`config.mk`:
```
export PLATFORM = sky130hd
export DESIGN_NAME = piso_shifter
export DESIGN_NICKNAME = d
export VERILOG_FILES = /design/src/rtl/piso_shifter.sv
export SDC_FILE = /design/constraint.sdc
export NUM_CORES = 1
export LEC_CHECK = 0
export CAP_MARGIN = 20
export CORE_ASPECT_RATIO = 2
export CORE_MARGIN = 2
export CORE_UTILIZATION = 35
export CTS_CLUSTER_SIZE = 8
export DETAILED_ROUTE_END_ITERATION = 6
export HOLD_SLACK_MARGIN = 0.15
export MAX_ROUTING_LAYER = met4
export PLACE_DENSITY = 0.51
export SETUP_SLACK_MARGIN = 0.15
export SYNTH_ARGS = -nofsm -noshare
export SYNTH_HDL_FRONTEND = slang
export SYNTH_SLANG_ARGS = --single-unit
```
`constraint.sdc`:
```
create_clock -name clk -period 4.5 [get_ports clk]
set_input_delay 0.9 -clock clk [delete_from_list [all_inputs] [get_ports clk]]
set_output_delay 0.9 -clock clk [all_outputs]
set_load 0.05 [all_outputs]
```
`src/rtl/piso_shifter.sv`:
```
// Parallel-in/serial-out shifter with self-generated serial clock and latch strobe.
// Latency: first bit on sdata one cycle after accept; word done after 2*CLK_DIV*WIDTH+CLK_DIV cycles.
// Backpressure: in_ready high only in IDLE; in_valid is ignored while a word is in flight.
//
// Ports:
//   clk, reset_n          system clock, synchronous active-low reset
//   in_data/in_valid/in_ready   parallel word handshake
//   sclk, sdata, sload    serial link to the downstream shift register (all registered)
//   busy                  high while a word is being shifted or latched
module piso_shifter #(
  parameter int WIDTH     = 8,
  parameter int CLK_DIV   = 2,
  parameter bit MSB_FIRST = 1'b1
) (
  input  logic             clk,
  input  logic             reset_n,
  input  logic [WIDTH-1:0] in_data,
  input  logic             in_valid,
  output logic             in_ready,
  output logic             sclk,
  output logic             sdata,
  output logic             sload,
  output logic             busy
);

  localparam int CW = $clog2(WIDTH);
  localparam int DW = $clog2(CLK_DIV) + 1;

  // Divider runs 0 .. 2*CLK_DIV-1 across one bit in SHIFT, 0 .. CLK_DIV-1 in LATCH.
  localparam logic [DW-1:0] DIV_BIT_LAST   = DW'(2 * CLK_DIV - 1);
  localparam logic [DW-1:0] DIV_HIGH_START = DW'(CLK_DIV);
  localparam logic [DW-1:0] DIV_LATCH_LAST = DW'(CLK_DIV - 1);
  localparam logic [CW-1:0] BIT_LAST       = CW'(WIDTH - 1);

  typedef enum logic [1:0] {IDLE, SHIFT, LATCH} state_t;

  state_t           state, state_nxt;
  logic [WIDTH-1:0] shreg, shreg_nxt, shreg_shifted;
  logic [CW-1:0]    bit_cnt, bit_cnt_nxt;
  logic [DW-1:0]    div_cnt, div_cnt_nxt, div_inc;
  logic             sclk_nxt, sload_nxt, in_ready_nxt, busy_nxt;

  // Zeros shift in behind the word, so after the final shift (done on entry
  // to LATCH) the register is empty and sdata idles low without extra muxing.
  assign shreg_shifted = MSB_FIRST ? {shreg[WIDTH-2:0], 1'b0} : {1'b0, shreg[WIDTH-1:1]};
  assign sdata         = MSB_FIRST ? shreg[WIDTH-1] : shreg[0];
  assign div_inc       = div_cnt + 1'b1;

  always_ff @(posedge clk) begin
    if (!reset_n) begin
      state    <= IDLE;
      shreg    <= '0;
      bit_cnt  <= '0;
      div_cnt  <= '0;
      sclk     <= 1'b0;
      sload    <= 1'b0;
      in_ready <= 1'b1;
      busy     <= 1'b0;
    end else begin
      state    <= state_nxt;
      shreg    <= shreg_nxt;
      bit_cnt  <= bit_cnt_nxt;
      div_cnt  <= div_cnt_nxt;
      sclk     <= sclk_nxt;
      sload    <= sload_nxt;
      in_ready <= in_ready_nxt;
      busy     <= busy_nxt;
    end
  end

  always_comb begin
    state_nxt    = state;
    shreg_nxt    = shreg;
    bit_cnt_nxt  = bit_cnt;
    div_cnt_nxt  = div_cnt;
    sclk_nxt     = 1'b0;
    sload_nxt    = 1'b0;
    in_ready_nxt = 1'b0;
    busy_nxt     = 1'b1;
    unique case (state)
      IDLE: begin
        in_ready_nxt = 1'b1;
        busy_nxt     = 1'b0;
        if (in_valid && in_ready) begin
          shreg_nxt    = in_data;
          bit_cnt_nxt  = BIT_LAST;
          div_cnt_nxt  = '0;
          state_nxt    = SHIFT;
          in_ready_nxt = 1'b0;
          busy_nxt     = 1'b1;
        end
      end
      SHIFT: begin
        if (div_cnt == DIV_BIT_LAST) begin
          // End of high phase: sclk falls and the next bit appears on the same edge.
          div_cnt_nxt = '0;
          shreg_nxt   = shreg_shifted;
          if (bit_cnt != '0) begin
            bit_cnt_nxt = bit_cnt - 1'b1;
          end else begin
            state_nxt = LATCH;
            sload_nxt = 1'b1;
          end
        end else begin
          div_cnt_nxt = div_inc;
          sclk_nxt    = (div_inc >= DIV_HIGH_START);
        end
      end
      LATCH: begin
        if (div_cnt == DIV_LATCH_LAST) begin
          div_cnt_nxt  = '0;
          state_nxt    = IDLE;
          in_ready_nxt = 1'b1;
          busy_nxt     = 1'b0;
        end else begin
          div_cnt_nxt = div_inc;
          sload_nxt   = 1'b1;
        end
      end
      default: begin
        state_nxt    = IDLE;
        in_ready_nxt = 1'b1;
        busy_nxt     = 1'b0;
      end
    endcase
  end

endmodule

```
# Yosys cells after proc, flatten, opt, wreduce, memory -nomap -nowiden
# Cells that the tools add are included.
[totals] regBits=19 inputBits=11 out_inout_bits=5
[op_classes] addsub=2 magnitude_cmp=1 n_eq_ne=9 muxes=25 n_bitwise=2 n_reduce_logical=10
[ops] operator="two-way mux 8 bit" count=2
[ops] operator="one-hot mux 8 bit (2 select lines)" count=1
[ops] operator="two-way mux 2 bit" count=7
[ops] operator="one-hot mux 2 bit (3 select lines)" count=2
[ops] operator="inequality test 2 bit, second input constant" count=5
[ops] operator="two-way mux 3 bit" count=3
[ops] operator="AND reduction 4 bit" count=2
[ops] operator="two-way mux 1 bit" count=6
[ops] operator="one-hot mux 1 bit (3 select lines)" count=2
[ops] operator="one-hot mux 3 bit (2 select lines)" count=1
[ops] operator="nonzero test 3 bit" count=2
[ops] operator="== test 2 x 1 -> 1 bit, second input constant" count=2
[ops] operator="== test 2 bit, second input constant" count=2
[ops] operator="AND reduction 3 bit" count=1
[ops] operator="OR reduction 3 bit" count=1
[ops] operator="subtractor 3 x 1 -> 3 bit, second input constant" count=1
[ops] operator="adder 2 x 1 -> 2 bit, second input constant" count=1
[ops] operator=">= comparator 2 bit, second input constant" count=1
[ops] operator="logical NOT 2 bit" count=1
[ops] operator="NOT 1 bit" count=2
[ops] operator="one-hot mux 1 bit (2 select lines)" count=1
[ops] operator="AND reduction 2 bit" count=1
[ops] operator="nonzero test 2 bit" count=1
[ops] operator="logical AND 1 bit" count=1

# Depth between registers and ports, before layout
# Gate-level depths: netlist (run 1).
[depth] word_depth=4 depth_mapped=7 depth_no_buf=5

# Least setup slack after synthesis (run 1)
# No wires, ideal clock.
[synth_timing] path_kind="input to register" startpoint="in in_valid" endpoint="reg div_cnt[0]" setup_time_ns=0.084 arrival_ns=1.635 slack_ns=2.781 stages=4 path_buffers=1 path_cell_list="a21boi_4 buf_6 a2111o_1 o31ai_2"
[synth_via] elab_chain_len=3
[synth_rtl] item="from (decl)" line_no="18" source="input logic in_valid,"
[synth_rtl] item="logical AND 1 bit" line_no="84" source="if (in_valid && in_ready) begin"
[synth_rtl] item="inequality test 2 bit (no line)"
[synth_rtl] item="AND reduction 2 bit (no line)"
[synth_rtl] item="to (signal assigned)" line_no="63" source="div_cnt <= div_cnt_nxt;"
[synth_rtl] item="to (decl)" line_no="40" source="logic [DW-1:0] div_cnt, div_cnt_nxt, div_inc;"
# No other way between the ends.
# A chain may end at the register's enable or synchronous reset.

==> flow_metrics.env, run 1 <==
export IMPL_syn_to_final_growth_pct=16.2
export IMPL_viasPerCell=5.55
export IMPL_num_io_pins=16
export IMPL_port_buffers=15
export IMPL_die_y_um=85.5
export IMPL_fin_tns_setup_ns=0
export IMPL_h_tree_depth=1
export IMPL_stdcell_area_um2=1350
export IMPL_cts_resized=0
export IMPL_start_kind="input pin"
export IMPL_wl_met3_um=72
export IMPL_grt_pass1_wl_um=3890
export IMPL_clock_path_buffers=2
export IMPL_fp_dieW_um=44.7
export IMPL_synth_nets=145
export IMPL_clock_sinks=19
export IMPL_seq_area_frac_synth_pct=32.8
export IMPL_end_kind="flip-flop"
export IMPL_wl_met1_um=945
export IMPL_period_needed_ns=2.57
export IMPL_skew_ns=0.00333
export IMPL_dr_wl_met2_um=1360
export IMPL_highest_layer="met4"
export IMPL_cp_cell_sequence="clkdlybuf4s50_1 -> inv_1 -> a2111oi_0 -> a32o_1"
export IMPL_die_area_um2=3820
export IMPL_crit_type="in -> reg"
export IMPL_path_clk_slew_ns=0.07
export IMPL_vdd_ir_drop_max_mv=0.244
export IMPL_synth_edf_count=0
export IMPL_arrival_ns=2.78
export IMPL_layout_commonest_cell="nand2_1"
export IMPL_layout_common_cells="21 x nand2_1, 19 x dfxtp_1, 15 x clkdlybuf4s50_1"
export IMPL_diodes=0
export IMPL_final_nets=159
export IMPL_yosys_top_cells_area="dfxtp_1 33%, ha_1 12%, mux2i_1 7.8%"
export IMPL_cts_post_setup_buffers_inserted=0
export IMPL_ctsHoldBuffers=0
export IMPL_drt_wirelength_per_cell_um=14.6
export IMPL_worst_slew_pin_slew_ns=0.816
export IMPL_grt_pass1_vias=912
export IMPL_setup_slack_ns=1.93
export IMPL_max_cap_viol_count=0
export IMPL_cts_tree="built"
export IMPL_worstSkewPairLatency_ns=0.26
export IMPL_globalplace_congestion=0.758
export IMPL_synth_ff_type="dfxtp_1"
export IMPL_avgSynthCellArea_um2=9.44
export IMPL_rows=29
export IMPL_clockRootBuffer="clkbuf_8"
export IMPL_hold_viol=0
export IMPL_synth_seq_cells=19
export IMPL_worst_path_max_fanout=23
export IMPL_start_util_pct=36.8
export IMPL_layout_drive_gt1_share_pct=12.5
export IMPL_p_total_mw=0.766
export IMPL_cp_required_ns=4.70
export IMPL_drt_initial_drc_count=17
export IMPL_max_stage_delay_ns=0.96
export IMPL_grt_overflow=0
export IMPL_drtAntennaViolNets=0
export IMPL_hold_class="reg -> reg"
export IMPL_netlist_area_um2=1160
export IMPL_wl_um=2450
export IMPL_setup_violations=0
export IMPL_path_buf_inv=2
export IMPL_rsz0062_at_grt="false"
export IMPL_grt_antenna_before_repair=0
export IMPL_maxSlewViolCount=0
export IMPL_grt_total_usage_pct=13.9
export IMPL_crit_family="buffers and inverters"
export IMPL_p_per_area_nw_per_um2=568
export IMPL_synth_warnings=0
export IMPL_synth_largest_area_cell="dfxtp_1"
export IMPL_grt_max_degree=24
export IMPL_cts_buffers=3
export IMPL_firstDrtPassIters=4
export IMPL_async_reset_ff_share_pct=0
export IMPL_p_leak_nw=0.550
export IMPL_drc=0
export IMPL_ys_types=37
export IMPL_vias=927
export IMPL_post_place_ws_ns=1.65
export IMPL_crit_slowest_cell="clkdlybuf4s50_1"
export IMPL_postSynthCellCount=123
export IMPL_clock_fmax_mhz=389
export IMPL_place_area_um2=1300
export IMPL_status="finished, final reports clean"
export IMPL_dp_hpwl_um=1810
export IMPL_core_um2=3160
export IMPL_netlist_area_leader_share_pct=32.8
export IMPL_finalCritPeriodShare_pct=57.2
export IMPL_slew_headroom_pct=45.6
==> worst min-delay path, cell delays in order (launching register included) <==
cell	delay, ns
dfxtp_1	0.31
nand2_1	0.05
mux2i_1	0.06
==> metal layers <==
layer / up-vias / track usage [%]
li1: 455 / -
met1: 443 / 13.1
met2: 22 / 24.5
met3: 7 / 2.13
met4: 0 / 8.82
met5: - / -
==> kinds of logic after synthesis <==
| family | synth area share, % |
|---|---|
| compound gates | 15.7 |
| fa+ha+maj | 11.9 |
| buf+inv | 6.90 |
| flops | 32.8 |
| mux | 14.5 |
| simple gates | 18.2 |
==> synth_stat cells, drive strengths merged, types with 4 or more instances <==
master,count
ha,11
mux2i,9
buf,4
nand2,21
mux2,7
nand2b,6
a21oi,4
inv,9
dfxtp,19
==> worst paths after layout <==
check	from	end	slack, ns	cells past startpoint
worst max-delay path	reset_n	bit_cnt[2]$_SDFFE_PN0P_	1.93	4
worst min-delay path	shreg[2]$_SDFFE_PN0P_	shreg[2]$_SDFFE_PN0P_	0.46	2
worst max register to register	state[1]$_SDFFE_PN0P_	bit_cnt[2]$_SDFFE_PN0P_	2.44	5
worst min register to register	shreg[2]$_SDFFE_PN0P_	shreg[2]$_SDFFE_PN0P_	0.46	2
==> stage by stage <==
step,hold WS (ns),std cells,utilization (%)
6_report,0.459,167,42.7
3_5_place_dp,0.454,163,41.3
2_1_floorplan,0.435,123,-
3_3_place_gp,0.444,163,41.3
4_1_cts,0.466,167,42.7
5_1_grt,0.472,167,42.7
==> report_power, final <==
| part | total [mW] | internal [mW] | switching [mW] |
|---|---|---|---|
| sequential | 0.253 | 0.218 | 0.0354 |
| clock | 0.125 | 0.0631 | 0.0617 |
| combinational | 0.388 | 0.171 | 0.217 |
==> registers in the layout, indices dropped and copies added (netlist names) <==
signal	cells
div_cnt	2
shreg	8
sload	1
sclk	1
state	2
busy	1
bit_cnt	3
in_ready	1
==> layout make-up <==
cell class / count / area, um^2
clock buffer: 4 / 45.0
fill: 333 / 1810
inverter: 9 / 33.8
multi-input combinational: 89 / 701
sequential: 19 / 380
tap: 31 / 38.8
timing repair buffer: 15 / 150
Power figures use the tool's default switching activity.
==> run 2: changes to the inputs <==
--- a/config.mk
+++ b/config.mk
@@ -13,7 +13,7 @@
 export DETAILED_ROUTE_END_ITERATION = 6
 export HOLD_SLACK_MARGIN = 0.15
 export MAX_ROUTING_LAYER = met4
-export PLACE_DENSITY = 0.51
+export PLACE_DENSITY = 0.53
 export SETUP_SLACK_MARGIN = 0.15
 export SYNTH_ARGS = -nofsm -noshare
 export SYNTH_HDL_FRONTEND = slang
==> constraint.sdc (replaced) <==
create_clock -name clk -period 2.3 [get_ports clk]
set_input_delay 0.46 -clock clk [delete_from_list [all_inputs] [get_ports clk]]
set_output_delay 0.46 -clock clk [all_outputs]
set_load 0.05 [all_outputs]
==> run 2 against run 1 <==
  * Sequential power grew 94%
  * Power grew 95%
  * Core utilization grew 0.48 points
  * First-iteration DRC count grew 12%
  * Sequential cell count is the same
  * Hold slack gained 0.0035 ns
  * Via count shrank 1.8%
  * Die area is the same
  * Non-clock buffer count grew 2
  * Clock skew grew 0.0016 ns
  * Critical endpoint is now in_ready
  * Critical path type is now reg -> out
  * Combinational power grew 96%
  * Cell count grew 1.2%
==> flow_metrics.env, run 2 (same netlist as run 1, synthesis figures left out) <==
export IMPL_status="finished, final reports clean"
export IMPL_p_per_area_nw_per_um2=1090
export IMPL_grt_antenna_before_repair=0
export IMPL_grt_max_degree=23
export IMPL_end_kind="primary output"
export IMPL_p_sw_share_pct=40.0
export IMPL_globalplace_congestion=0.819
export IMPL_drc=0
export IMPL_clock_sinks=19
export IMPL_grt_pass1_wl_um=4180
export IMPL_finalCritPeriodShare_pct=86.2
export IMPL_cts_resized=0
export IMPL_dp_cells=165
export IMPL_path_clk_slew_ns=0.07
export IMPL_wl_um=2380
export IMPL_stdcell_count=169
export IMPL_crit_slowest_cell="clkdlybuf4s50_1"
export IMPL_viasPerCell=5.38
export IMPL_post_place_ws_ns=0.384
export IMPL_ctsHoldBuffers=0
export IMPL_crit_cells=1
export IMPL_final_nets=161
export IMPL_period_needed_ns=1.98
export IMPL_p_sw_mw=0.598
export IMPL_cp_endpoint="in_ready"
export IMPL_clockRootBuffer="clkbuf_8"
export IMPL_h_tree_depth=1
export IMPL_drt_initial_drc_count=19
export IMPL_port_buffers=15
export IMPL_vdd_ir_drop_max_mv=0.496
export IMPL_clock_fmax_mhz=505
export IMPL_start_util_pct=36.8
export IMPL_die_area_um2=3820
export IMPL_pwr_share_clk_pct=16.2
export IMPL_rsz0062_at_grt="false"
export IMPL_cp_cell_sequence="clkdlybuf4s50_1"
export IMPL_worst_slew_pin_slew_ns=0.510
export IMPL_cts_buffers=3
export IMPL_crit_type="reg -> out"
export IMPL_seqPwrFrac_pct=33.0
export IMPL_arrival_ns=1.52
export IMPL_hold_class="reg -> reg"
export IMPL_num_io_pins=16
export IMPL_drt_wirelength_per_cell_um=14.1
export IMPL_crit_family="buffers and inverters"
export IMPL_holdWs_ns=0.462
export IMPL_syn_to_final_growth_pct=17.5
export IMPL_setup_violations=0
export IMPL_path_buf_inv=1
export IMPL_drtAntennaViolNets=0
export IMPL_layout_commonest_cell="nand2_1"
export IMPL_worstSkewPairLatency_ns=0.26
export IMPL_rows=29
export IMPL_max_stage_delay_ns=0.84
export IMPL_reg2reg_from="state[1]$_SDFFE_PN0P_"
export IMPL_layout_common_cells="21 x nand2_1, 19 x dfxtp_1, 15 x clkdlybuf4s50_1"
export IMPL_p_total_mw=1.49
export IMPL_grt_overflow=0
export IMPL_maxSlewViolCount=0
export IMPL_timing_rr_end="shreg[4]$_SDFFE_PN0P_"
export IMPL_diodes=0
export IMPL_p_leak_nw=0.560
export IMPL_grt_total_usage_pct=15.0
export IMPL_worst_path_max_fanout=4
export IMPL_r2r_setup_slack_ns=0.48
export IMPL_power_internal_mw=0.895
export IMPL_setup_slack_ns=0.318
export IMPL_firstDrtPassIters=3
export IMPL_setup_worst_path_start="in_ready$_SDFF_PN1_"
export IMPL_max_cap_viol_count=0
export IMPL_cp_required_ns=1.84
export IMPL_skew_ns=0.00490
export IMPL_cts_tree="built"
export IMPL_cts_post_setup_buffers_inserted=0
export IMPL_fin_tns_setup_ns=0
export IMPL_dp_hpwl_um=1790
export IMPL_ff2ff_path_depth=6
export IMPL_hold_viol=0
export IMPL_fp_dieW_um=44.7
export IMPL_layout_drive_gt1_share_pct=13.8
export IMPL_regMostFlops="shreg"
export IMPL_largest_reg_flops=8
export IMPL_core_um2=3160
export IMPL_start_kind="flip-flop"
export IMPL_die_y_um=85.5
export IMPL_slew_headroom_pct=66.0
export IMPL_grt_pass1_vias=986
export IMPL_vias=910
export IMPL_clock_path_buffers=2
export IMPL_pwr_share_comb_pct=50.8
export IMPL_reg_top3="shreg x8, bit_cnt x3"
## run 2: power by group through the flow
stage	Combinational, mW	Sequential [mW]	Clock (mW)
final	0.759	0.492	0.242
after floorplan	0.577	0.543	0
after detailed placement	0.762	0.500	0
after global placement	0.757	0.494	0
after CTS	0.765	0.492	0.248
after global routing	0.851	0.506	0.262
## run 2: routing by layer
| layer | global-route usage [%] | wire (um) | part of all wire, % |
|---|---|---|---|
| met2 | 25.2 | 1340 | 56 |
| met3 | 2.13 | 44 | 1.9 |
| met5 | - | 0 | 0 |
| met1 | 15.7 | 919 | 39 |
| met4 | 9.09 | 74 | 3.1 |
## run 2: through the flow
stage	util (%)	cell area [um^2]
after detailed placement	41.8	1320
after global routing	43.2	1360
after floorplan	-	1160
after CTS	43.2	1360
final	43.2	1360
after global placement	41.8	1320
## run 2: worst min-delay path by stage
stage	startpoint	endpoint	slack [ns]	depth (start not counted)
finish	shreg[3]$_SDFFE_PN0P_	shreg[3]$_SDFFE_PN0P_	0.46	2
global route	shreg[4]$_SDFFE_PN0P_	shreg[4]$_SDFFE_PN0P_	0.48	2
CTS	shreg[4]$_SDFFE_PN0P_	shreg[4]$_SDFFE_PN0P_	0.47	2
detailed placement	shreg[4]$_SDFFE_PN0P_	shreg[4]$_SDFFE_PN0P_	0.46	2
global placement	shreg[6]$_SDFFE_PN0P_	shreg[6]$_SDFFE_PN0P_	0.44	2
floorplan	shreg[1]$_SDFFE_PN0P_	shreg[1]$_SDFFE_PN0P_	0.43	2
## run 2: worst min-delay path: stages (launching register included)
cell and delay, ns:
dfxtp_1 0.31, nand2_1 0.05, mux2i_1 0.06
## run 2: layout make-up
type	count	area [um^2]
inverter	9	33.8
fill	319	1790
multi-input combinational	89	701
clock buffer	4	45.0
sequential	19	380
tap	31	38.8
timing repair buffer	17	165
==> run 3: changes to the inputs <==
--- a/config.mk
+++ b/config.mk
@@ -6,9 +6,9 @@
 export NUM_CORES = 1
 export LEC_CHECK = 0
 export CAP_MARGIN = 20
-export CORE_ASPECT_RATIO = 2
 export CORE_MARGIN = 2
 export CORE_UTILIZATION = 35
+export CTS_BUF_LIST = sky130_fd_sc_hd__clkbuf_4
 export CTS_CLUSTER_SIZE = 8
 export DETAILED_ROUTE_END_ITERATION = 6
 export HOLD_SLACK_MARGIN = 0.15
==> run 3 against run 2 <==
  * Count of clock-buffer cells in the layout fell by 1
  * Via count down 0.77%
  * Power decreased by 5.0%
  * Sequential share of layout area hardly changed
  * Clock skew increased by 0.0019 ns
  * Critical path type unchanged
==> flow_metrics.env, run 3 (same netlist as run 1, synthesis figures left out) <==
export IMPL_grt_overflow=0
export IMPL_hold_start="shreg[5]$_SDFFE_PN0P_"
export IMPL_p_per_area_nw_per_um2=1040
export IMPL_drtAntennaViolNets=0
export IMPL_reg2reg_from="state[1]$_SDFFE_PN0P_"
export IMPL_layout_common_cells="21 x nand2_1, 19 x dfxtp_1, 15 x clkdlybuf4s50_1"
export IMPL_worst_path_max_fanout=4
export IMPL_setup_violations=0
export IMPL_globalplace_congestion=0.756
export IMPL_grt_antenna_before_repair=0
export IMPL_final_nets=161
export IMPL_largest_reg_flops=8
export IMPL_crit_family="buffers and inverters"
export IMPL_drt_initial_drc_count=51
export IMPL_r2r_setup_slack_ns=0.46
export IMPL_port_buffers=15
export IMPL_seqPwrFrac_pct=34.7
export IMPL_grt_max_degree=23
export IMPL_cts_resized=0
export IMPL_core_um2=3100
export IMPL_grtUsageMet1_pct=19.2
export IMPL_arrival_ns=1.56
export IMPL_pwr_share_comb_pct=53.2
export IMPL_regArea_um2=380
export IMPL_dp_hpwl_um=1660
export IMPL_layout_drive_gt1_share_pct=14.5
export IMPL_diodes=0
export IMPL_multi_input_area_um2=701
export IMPL_min_path_cells=2
export IMPL_p_total_mw=1.42
export IMPL_timing_rr_end="shreg[4]$_SDFFE_PN0P_"
export IMPL_hold_class="reg -> reg"
export IMPL_use_met2_pct=21.8
export IMPL_regMostFlops="shreg"
export IMPL_period_needed_ns=2.02
export IMPL_fillerInstances=345
export IMPL_fin_tns_setup_ns=0
export IMPL_maxSlewViolCount=0
export IMPL_viasPerCell=4.96
export IMPL_grt_busiest_layer="met2"
export IMPL_met3_usage_pct=1.89
export IMPL_clock_fmax_mhz=496
export IMPL_path_clk_slew_ns=0.11
export IMPL_ff2ff_path_depth=6
export IMPL_syn_to_final_growth_pct=17.3
export IMPL_rows=20
export IMPL_crit_type="reg -> out"
export IMPL_max_cap_viol_count=0
export IMPL_rsz0062_at_grt="false"
export IMPL_die_y_um=61.6
export IMPL_hold_viol=0
export IMPL_fp_dieW_um=61.6
export IMPL_p_sw_share_pct=41.1
export IMPL_drc=0
export IMPL_cts_post_setup_buffers_inserted=0
export IMPL_power_internal_mw=0.835
export IMPL_die_area_um2=3790
export IMPL_crit_slowest_cell="clkdlybuf4s50_1"
export IMPL_p_leak_nw=0.555
export IMPL_pwr_share_clk_pct=12.1
export IMPL_worstSkewPairLatency_ns=0.30
export IMPL_num_io_pins=16
export IMPL_finalCritPeriodShare_pct=87.7
export IMPL_cts_buffers=3
export IMPL_grt_total_usage_pct=14.2
export IMPL_grt_pass1_wl_um=3930
export IMPL_cp_cell_sequence="clkdlybuf4s50_1"
export IMPL_layout_commonest_cell="nand2_1"
export IMPL_wl_um=2260
export IMPL_worst_slew_pin_slew_ns=0.542
export IMPL_clockRootBuffer="clkbuf_4"
export IMPL_firstDrtPassIters=4
export IMPL_status="finished, final reports clean"
export IMPL_reg_top3="shreg x8, bit_cnt x3"
export IMPL_start_util_pct=37.4
export IMPL_cts_tree="built"
export IMPL_drt_wirelength_per_cell_um=12.4
export IMPL_vias=903
export IMPL_clock_path_buffers=2
export IMPL_h_tree_depth=1
export IMPL_vdd_ir_drop_max_mv=0.443
export IMPL_path_buf_inv=1
export IMPL_end_kind="primary output"
export IMPL_p_sw_mw=0.583
export IMPL_slew_headroom_pct=63.8
export IMPL_start_kind="flip-flop"
export IMPL_clock_sinks=19
export IMPL_cp_required_ns=1.84
export IMPL_ctsHoldBuffers=0
export IMPL_max_stage_delay_ns=0.83
export IMPL_holdWs_ns=0.467
export IMPL_grt_pass1_vias=875
export IMPL_skew_ns=0.00679
export IMPL_hold_path_endpoint="shreg[5]$_SDFFE_PN0P_"
[run 3: routing by layer]
layer	share of wire (%)	wire (um)
met5	0	0
met4	0.62	14
met3	2.6	59
met2	44	1000
met1	52	1190
[run 3: power groups by stage]
stage | combinational, mW | sequential [mW] | clock (mW)
2_1_floorplan | 0.577 | 0.543 | 0
3_3_place_gp | 0.752 | 0.495 | 0
3_5_place_dp | 0.756 | 0.499 | 0
4_1_cts | 0.758 | 0.492 | 0.181
5_1_grt | 0.838 | 0.511 | 0.188
6_report | 0.754 | 0.492 | 0.172
[run 3: layout make-up]
cell class              count  share of cell area [%]
repair buffers             17                    12.1
inverters                   9                    2.48
flip-flops and latches     19                    27.9
well taps                  44                    4.04
clock inverters             1                   0.367
multi-input cells          89                    51.4
clock buffers               3                    1.65
[run 3: worst max path at each step]
stage | startpoint | to | slack (ns) | depth (start not counted)
finish | in_ready$_SDFF_PN1_ | in_ready | 0.28 | 1
global route | in_ready$_SDFF_PN1_ | in_ready | 0.25 | 1
CTS | in_ready$_SDFF_PN1_ | in_ready | 0.27 | 1
detailed placement | in_valid | bit_cnt[1]$_SDFFE_PN0P_ | 0.41 | 4
global placement | in_valid | bit_cnt[2]$_SDFFE_PN0P_ | 0.45 | 4
floorplan | state[0]$_SDFFE_PN0P_ | div_cnt[0]$_SDFFE_PN0P_ | 0.69 | 6
[run 3: per-stage QoR]
stage	cell area, um^2	setup slack, ns	util [%]	instances
finish	1360	0.283	43.9	182
global route	1360	0.247	43.9	182
CTS	1360	0.272	43.9	182
detailed placement	1340	0.412	43.0	178
global placement	1340	0.451	43.0	178
floorplan	1160	0.695	-	123
